## src/rtl/ps2_receiver_pkg.sv

```systemverilog
// Shared types and constants for the PS/2 keyboard receive path.
// Scancode_t is also consumed by the scancode translator.
package ps2_receiver_pkg;

    typedef logic [7:0] Scancode_t;

    typedef enum logic [1:0] {
        IDLE   = 2'd0,
        DATA   = 2'd1,
        PARITY = 2'd2,
        STOP   = 2'd3
    } Ps2RxState_t;

    localparam int   PS2_FRAME_BITS = 11;
    localparam logic PS2_IDLE_LEVEL = 1'b1;

    // PS/2 uses odd parity over the eight data bits plus the parity bit
    function automatic logic odd_parity_ok(input Scancode_t data, input logic parity);
        return (^{data, parity}) == 1'b1;
    endfunction

endpackage

```

## src/rtl/ps2_input_filter.sv

```systemverilog
// Synchroniser plus glitch filter for the raw PS/2 clock pin.
// fall_edge is a registered one-cycle strobe on each filtered 1->0 transition.
module ps2_input_filter
    import ps2_receiver_pkg::*;
#(
    parameter int SYNC_STAGES = 2,
    parameter int FILTER_LEN  = 8
) (
    input  logic clk,
    input  logic rst_n,
    input  logic raw,
    output logic fall_edge
);

    localparam int CW = $clog2(FILTER_LEN + 1);

    logic [SYNC_STAGES-1:0] sync_r;
    logic [CW-1:0]          cnt_r;
    logic [CW-1:0]          cnt_s;
    logic                   filt_r;
    logic                   filt_s;
    logic                   fall_r;
    logic                   fall_s;
    logic                   sync_bit_s;

    assign sync_bit_s = sync_r[SYNC_STAGES-1];
    assign fall_edge  = fall_r;

    // Metastability synchroniser chain
    always_ff @(posedge clk or negedge rst_n) begin
        if (!rst_n) begin
            sync_r <= {SYNC_STAGES{PS2_IDLE_LEVEL}};
        end else begin
            sync_r <= {sync_r[SYNC_STAGES-2:0], raw};
        end
    end

    // Count consecutive samples that disagree with the filtered level
    always_comb begin
        cnt_s  = '0;
        filt_s = filt_r;
        fall_s = 1'b0;
        if (sync_bit_s != filt_r) begin
            if (cnt_r == CW'(FILTER_LEN - 1)) begin
                filt_s = sync_bit_s;
                fall_s = filt_r;
                cnt_s  = '0;
            end else begin
                cnt_s  = cnt_r + CW'(1);
            end
        end else begin
            cnt_s = '0;
        end
    end

    // Filter state registers
    always_ff @(posedge clk or negedge rst_n) begin
        if (!rst_n) begin
            cnt_r  <= '0;
            filt_r <= PS2_IDLE_LEVEL;
            fall_r <= 1'b0;
        end else begin
            cnt_r  <= cnt_s;
            filt_r <= filt_s;
            fall_r <= fall_s;
        end
    end

endmodule

```

## src/rtl/ps2_receiver.sv

```systemverilog
// PS/2 device-to-host frame receiver: deserialises one 11-bit frame into a
// scancode byte, rejecting bad parity, bad stop bit and stalled frames.
module ps2_receiver
    import ps2_receiver_pkg::*;
#(
    parameter int SYNC_STAGES    = 2,
    parameter int FILTER_LEN     = 8,
    parameter int TIMEOUT_CYCLES = 100000
) (
    input  logic      clk,
    input  logic      rst_n,
    input  logic      ps2Clk,
    input  logic      ps2Data,
    output Scancode_t scancode,
    output logic      scancodeDone,
    output logic      frameError
);

    localparam int             TW        = $clog2(TIMEOUT_CYCLES + 1);
    localparam logic [TW-1:0]  TMO_LAST  = TW'(TIMEOUT_CYCLES - 1);
    localparam logic [TW-1:0]  TMO_MAX   = {TW{1'b1}};
    localparam int             DATA_BITS = PS2_FRAME_BITS - 3;

    logic [SYNC_STAGES-1:0] data_sync_r;
    logic                   data_bit_s;
    logic                   fall_edge_s;

    Ps2RxState_t state_r, state_s;
    logic [3:0]  bit_cnt_r, bit_cnt_s;
    Scancode_t   shift_r, shift_s;
    logic        parity_r, parity_s;
    logic [TW-1:0] tmo_cnt_r, tmo_cnt_s;
    Scancode_t   scancode_r, scancode_s;
    logic        done_r, done_s;
    logic        err_r, err_s;

    assign data_bit_s   = data_sync_r[SYNC_STAGES-1];
    assign scancode     = scancode_r;
    assign scancodeDone = done_r;
    assign frameError   = err_r;

    ps2_input_filter #(
        .SYNC_STAGES (SYNC_STAGES),
        .FILTER_LEN  (FILTER_LEN)
    ) u_clk_filter (
        .clk       (clk),
        .rst_n     (rst_n),
        .raw       (ps2Clk),
        .fall_edge (fall_edge_s)
    );

    // Data pin needs only synchronising; it is sampled while the clock is low
    always_ff @(posedge clk or negedge rst_n) begin
        if (!rst_n) begin
            data_sync_r <= {SYNC_STAGES{PS2_IDLE_LEVEL}};
        end else begin
            data_sync_r <= {data_sync_r[SYNC_STAGES-2:0], ps2Data};
        end
    end

    // Next-state, frame checks and timeout supervision
    always_comb begin
        state_s    = state_r;
        bit_cnt_s  = bit_cnt_r;
        shift_s    = shift_r;
        parity_s   = parity_r;
        scancode_s = scancode_r;
        done_s     = 1'b0;
        err_s      = 1'b0;

        if (fall_edge_s || (state_r == IDLE)) begin
            tmo_cnt_s = '0;
        end else if (tmo_cnt_r != TMO_MAX) begin
            tmo_cnt_s = tmo_cnt_r + TW'(1);
        end else begin
            tmo_cnt_s = tmo_cnt_r;
        end

        if (fall_edge_s) begin
            case (state_r)
                IDLE: begin
                    if (data_bit_s == 1'b0) begin
                        state_s   = DATA;
                        bit_cnt_s = 4'd0;
                    end else begin
                        state_s   = IDLE;
                    end
                end
                DATA: begin
                    shift_s   = {data_bit_s, shift_r[7:1]};
                    bit_cnt_s = bit_cnt_r + 4'd1;
                    if (bit_cnt_r == 4'(DATA_BITS - 1)) begin
                        state_s = PARITY;
                    end else begin
                        state_s = DATA;
                    end
                end
                PARITY: begin
                    parity_s = data_bit_s;
                    state_s  = STOP;
                end
                STOP: begin
                    if (odd_parity_ok(shift_r, parity_r) && (data_bit_s == 1'b1)) begin
                        scancode_s = shift_r;
                        done_s     = 1'b1;
                    end else begin
                        err_s      = 1'b1;
                    end
                    state_s = IDLE;
                end
                default: begin
                    state_s = IDLE;
                end
            endcase
        end else if ((state_r != IDLE) && (tmo_cnt_r == TMO_LAST)) begin
            // Stalled frame: drop the partial byte
            state_s   = IDLE;
            err_s     = 1'b1;
            bit_cnt_s = 4'd0;
            shift_s   = '0;
        end else begin
            state_s = state_r;
        end
    end

    // Receiver state and registered outputs
    always_ff @(posedge clk or negedge rst_n) begin
        if (!rst_n) begin
            state_r    <= IDLE;
            bit_cnt_r  <= 4'd0;
            shift_r    <= '0;
            parity_r   <= 1'b0;
            tmo_cnt_r  <= '0;
            scancode_r <= 8'h00;
            done_r     <= 1'b0;
            err_r      <= 1'b0;
        end else begin
            state_r    <= state_s;
            bit_cnt_r  <= bit_cnt_s;
            shift_r    <= shift_s;
            parity_r   <= parity_s;
            tmo_cnt_r  <= tmo_cnt_s;
            scancode_r <= scancode_s;
            done_r     <= done_s;
            err_r      <= err_s;
        end
    end

endmodule

```

## config.mk

```make
export PLATFORM = sky130hd
export DESIGN_NAME = ps2_receiver
export DESIGN_NICKNAME = d
export VERILOG_FILES = /design/src/rtl/ps2_receiver_pkg.sv /design/src/rtl/ps2_input_filter.sv /design/src/rtl/ps2_receiver.sv
export SDC_FILE = /design/constraint.sdc
export NUM_CORES = 1
export LEC_CHECK = 0
export CORE_AREA = 2 2 68 70
export DETAILED_ROUTE_END_ITERATION = 12
export DIE_AREA = 0 0 70 72
export GPL_TIMING_DRIVEN = 0
export MAX_ROUTING_LAYER = met4
export PLACE_DENSITY = 0.74
export SLEW_MARGIN = 5
export SYNTH_ARGS = -nofsm -noshare
export SYNTH_HDL_FRONTEND = slang
export SYNTH_SLANG_ARGS = --single-unit
```

## constraint.sdc

```tcl
create_clock -name clk -period 3.1 [get_ports clk]
set_clock_uncertainty 0.1 [all_clocks]
set_input_delay 0.31 -clock clk [delete_from_list [all_inputs] [get_ports clk]]
set_output_delay 0.31 -clock clk [all_outputs]
set_load 0.03 [all_outputs]
```

# After elaboration in Yosys (flattened, before gate mapping)
# Cells that the tools add are included.
[op_classes] n_addsub=3 n_eq_ne=11 n_reduce_logical=13 n_mux=25
[op_table] cell="$mux 17" count=2
[op_table] cell="$mux 8" count=3
[op_table] cell="$mux 4" count=5
[op_table] cell="$add 17x1->17 const B" count=1
[op_table] cell="$eq 17x17->1 const B" count=1
[op_table] cell="$ne 17x17->1 const B" count=1
[op_table] cell="$mux 1" count=10
[op_table] cell="$reduce_xor 9->1" count=1
[op_table] cell="$add 4x1->4 const B" count=2
[op_table] cell="$eq 4x3->1 const B" count=2
[op_table] cell="$pmux 2 s4" count=1
[op_table] cell="$pmux 4 s2" count=1
[op_table] cell="$mux 2" count=3
[op_table] cell="$ne 3x3->1 const B" count=2
[op_table] cell="$reduce_and 2->1" count=3
[op_table] cell="$reduce_and 3->1" count=2
[op_table] cell="$reduce_bool 2->1" count=3
[op_table] cell="$eq 2x2->1 const B" count=2
[op_table] cell="$eq 2x1->1 const B" count=1
[op_table] cell="$logic_and 1x1->1" count=2
[op_table] cell="$logic_not 2->1" count=1
[op_table] cell="$ne 2x2->1 const B" count=1
[op_table] cell="$logic_or 1x1->1" count=1
[op_table] cell="$ne 1x1->1" count=1
[totals] register_bits=52 input_bits=4 out_inout_bits=10 wordCells=65

# Longest topological paths before layout
[logic_depth] word_depth=5 ltp_mapped=10

# By module
# From an unflattened synthesis, not the netlist that was laid out.
[hier_totals] hier_cells=210 hier_area_um2=2436.1
[modules_own_cells] module="ps2_receiver" n_inst=1 cells_per_inst=189 area_each_um2=2114.5 seq_area_each_um2=1103.6
[modules_own_cells] module="ps2_input_filter" n_inst=1 cells_per_inst=21 area_each_um2=321.6 seq_area_each_um2=203.9

# Worst setup path after synthesis
# No wires, ideal clock.
[synth_timing] path_kind="reg2reg" startpoint="register tmo_cnt_r[0]" endpoint="register tmo_cnt_r[12]" stages_incl_launch_ff=11 arrival_ps=2367 t_required_ps=2922 slack_ps=555 setup_time_ps=78 cell_sequence="dfrtp_1 > ha_1 > nand3_1 > or4_1 > nor2_1 > ha_1 > clkbuf_1 > nand4b_1 > nor2_1 > or4b_2 > a21oi_1"
[synth_between] elab_chain_len=3
[synth_rtl] element="from (decl)" line_no="ps2_receiver.sv:32" rtl="logic [TW-1:0] tmo_cnt_r, tmo_cnt_s;"
[synth_rtl] element="from (signal assigned)" line_no="ps2_receiver.sv:142" rtl="tmo_cnt_r <= tmo_cnt_s;"
[synth_rtl] element="$add 17x1->17" line_no="ps2_receiver.sv:74" rtl="tmo_cnt_s = tmo_cnt_r + TW'(1);"
[synth_rtl] element="$mux 17" line_no="ps2_receiver.sv:73" rtl="end else if (tmo_cnt_r != TMO_MAX) begin"
[synth_rtl] element="$mux 17" line_no="ps2_receiver.sv:71" rtl="if (fall_edge_s || (state_r == IDLE)) begin"
# Several ways; a longest one is shown, not always the timed one. The select of a mux whose other input is x is not followed.
# A chain may end at the register's enable or synchronous reset.

# Final worst setup path
# Ends and elaborated chain as after synthesis.

==> results.yml <==
place:
  post-dp-hpwl_um: 2880
  dp.cells: 280
  dp_slack_ns: 0.2896
  post_dp_cell_area_um2: 2654
  gp_congestion: 0.8100
  portBuffers: 13
global_route:
  grt_usage_pct: 18.71
  grt_pass1_vias: 1624
  grt_overflow: 0
  grt_pass1_wl_um: 7286
  grt_max_degree: 38
  grt_busiest_layer: "met2"
  met3_usage_pct: 3.333
  grt_util_met2_pct: 28.57
  antenna_found_initial: 0
  use_met1_pct: 25.14
final_layout:
  n_fill_cell: 343
  synthToLayoutAreaGrowth_pct: 13.88
  final_cell_mix: "47 x dfrtp_1, 19 x nor2_1, 12 x clkdlybuf4s50_1"
  drive_gt1_share_pct: 14.71
  finalNetCount: 245
  final_common_cell: "dfrtp_1"
  post-route-util_pct: 65.26
  antenna_cells: 0
  final_cells: 290
  final_area_um2: 2783
setup_path:
  critPathArrivalTime_ns: 2.95
  crit_type: "reg -> reg"
  cp.required_ns: 3.24
  cp_slowest_stage_delay_ns: 0.60
  path_cells: "ha_1 -> nand3_1 -> or4_1 -> nor2_1 -> ha_1 -> clkbuf_1 -> nand4b_1 -> nor2_1 -> or4b_2 -> a21oi_1"
  crit_fanout: 7
  cp_slowest_cell: "or4b_2"
  cp-end-kind: "flip-flop"
  start_kind: "flip-flop"
synth:
  synth_edf_count: 0
  synth_xor_xnor_area_share_pct: 8.193
  muxShareOfSynthArea_pct: 5.940
  synth.avg_cell_area_um2: 11.42
  synth_top_area_share_pct: 48.13
  synth_adder_area_share_pct: 2.048
  synth_cell_types: 44
  ys_seq_area_share_pct: 53.51
  synth_simple_gate_area_share_pct: 18.95
  synth_nets: 222
  yosysWarningCount: 0
  yosys.area.top_type: "dfrtp_1"
  synth_top_family_by_area: "simple AND/OR/NAND/NOR gates"
  syn_inst: 214
  synth_area_um2: 2444
  synth_compound_area_share_pct: 9.677
  synth-seq-cells: 52
  ys_top_cells_by_area: "dfrtp_1 48%, dfstp_2 5.4%, mux2_2 4.1%, xnor2_1 3.2%, nor2_1 2.9%"
  synthFlopType: "dfrtp_1"
  async_flop_share_pct: 100.0
timing:
  period_needed_ns: 2.811
  hold_viol_final: 0
  relSlewSlack_pct: 57.87
  rsz0062_at_grt: "false"
  timing.final.ws_setup_ns: 0.2888
  slew_viol_final: 0
  fmaxAchievable_mhz: 355.7
  hold_ws_ns: 0.2595
  worstMarginPinSlew_ns: 0.6197
  setup_tns_ns: 0
  post-route-period-util_pct: 90.68
  setup_viol: 0
pwr:
  powerDensity_nw_per_um2: 453.3
  finalPower_mw: 1.261
  p_leak_nw: 1.194
  vdd_drop_max_v: 0.0003065
drt:
  drtAntennaViolNets: 0
  vias: 1649
  drcViolationCount: 0
  viasPerCell: 5.686
  first_pass_iters: 4
  wl_per_cell_um: 14.27
  dr.first_iter.drc_count: 97
  wl_um: 4139
cts:
  cts_sinks: 52
  cts-root-buf: "clkbuf_8"
  cts_resized: 0
  clock_path_buffers: 2
  cts.htree.levels: 2
  clkLatencyLatePin_ns: 0.31
  cts.reportedPaths.clkPinSlew_ns: 0.10
  cts_tree: "done"
  cts_made_buffers: 5
worst_hold_path:
  hold_class: "reg -> reg"
floorplanning:
  start_util_pct: 57.31
  die_y_um: 72
  fp.dieArea_um2: 5040
  core_region_area_um2: 4264
  die_x_um: 70
  core.rowCount: 24
  io_pins: 14
outcome:
  outcome: "completed"
run:
  cap_violations: 0
-- routing by layer --
layer	vias up	wire, um
met1	801	2041
met4	0	68
met5	-	0
met2	27	1889
met3	7	140
li1	814	-
-- area by class of cell --
class	count	area, um2	share of cell area (%)
multi-input combinational	151	1095	39.34
inverter	5	18.77	0.6745
clock buffer	6	72.57	2.608
tap	52	65.06	2.338
timing repair buffer	16	162.7	5.845
sequential	52	1308	46.99
buffer	6	22.52	0.8094
clock inverter	2	38.79	1.394
-- path summary, 6_finish.rpt --
kind	start	endpoint	slack, ns	cells after the start
max in group asynchronous	rst_n	data_sync_r[1]	1.96	3
min	u_clk_filter.sync_r[0]	u_clk_filter.sync_r[1]	0.26	0
max reg2reg	tmo_cnt_r[0]	tmo_cnt_r[12]	0.29	10
min reg2reg	u_clk_filter.sync_r[0]	u_clk_filter.sync_r[1]	0.26	0
min in group asynchronous	rst_n	bit_cnt_r[1]	0.35	2
max	tmo_cnt_r[0]	tmo_cnt_r[12]	0.29	10
-- logic make-up after synthesis --
logic type | count (synthesis)
compound gates | 34
xor+xnor | 18
fa+ha+maj | 4
buf+inv | 11
flops | 52
mux | 13
simple gates | 82
-- power breakdown --
group	switching (mW)	leakage, nW	internal [mW]	total (mW)
Combinational	0.0367	0.432	0.0331	0.0697
Sequential	0.0181	0.707	0.708	0.726
Clock	0.222	0.0558	0.244	0.466
-- flip-flops by register name (all words and copies together), names as in the netlist --
register                count
bit_cnt_r                   4
data_sync_r                 2
frameError                  1
parity_r                    1
scancode                    8
scancodeDone                1
shift_r                     8
state_r                     2
tmo_cnt_r                  17
u_clk_filter.cnt_r          4
u_clk_filter.fall_edge      1
u_clk_filter.filt_r         1
u_clk_filter.sync_r         2
-- worst max-delay path, delay by kind of cell (launching register included) --
kind	cells	cell delay, ns
compound gates	1	0.16
simple gates	6	1.46
flops	1	0.42
buf+inv	1	0.18
fa+ha+maj	2	0.41
-- cell usage after synthesis, types with 4 or more instances --
cell,count
a21oi_1,9
a22o_1,8
clkbuf_1,6
dfrtp_1,47
dfstp_2,5
ha_1,4
inv_1,5
mux2_2,9
nand2_1,11
nand2b_1,5
nand3_1,11
nand4_1,4
nor2_1,19
o21ai_0,6
or3_1,4
xnor2_1,9
xor2_1,6
-- what timing repair did --
| item | 4_1_cts | 5_1_grt |
|---|---|---|
| endpoints found under the setup margin | 0 | 1 |
| setup buffers | 0 | 1 |
| hold endpoints to repair | 15 | 0 |
| hold buffers | 1 | 0 |
(Power assumes the default switching activity.)
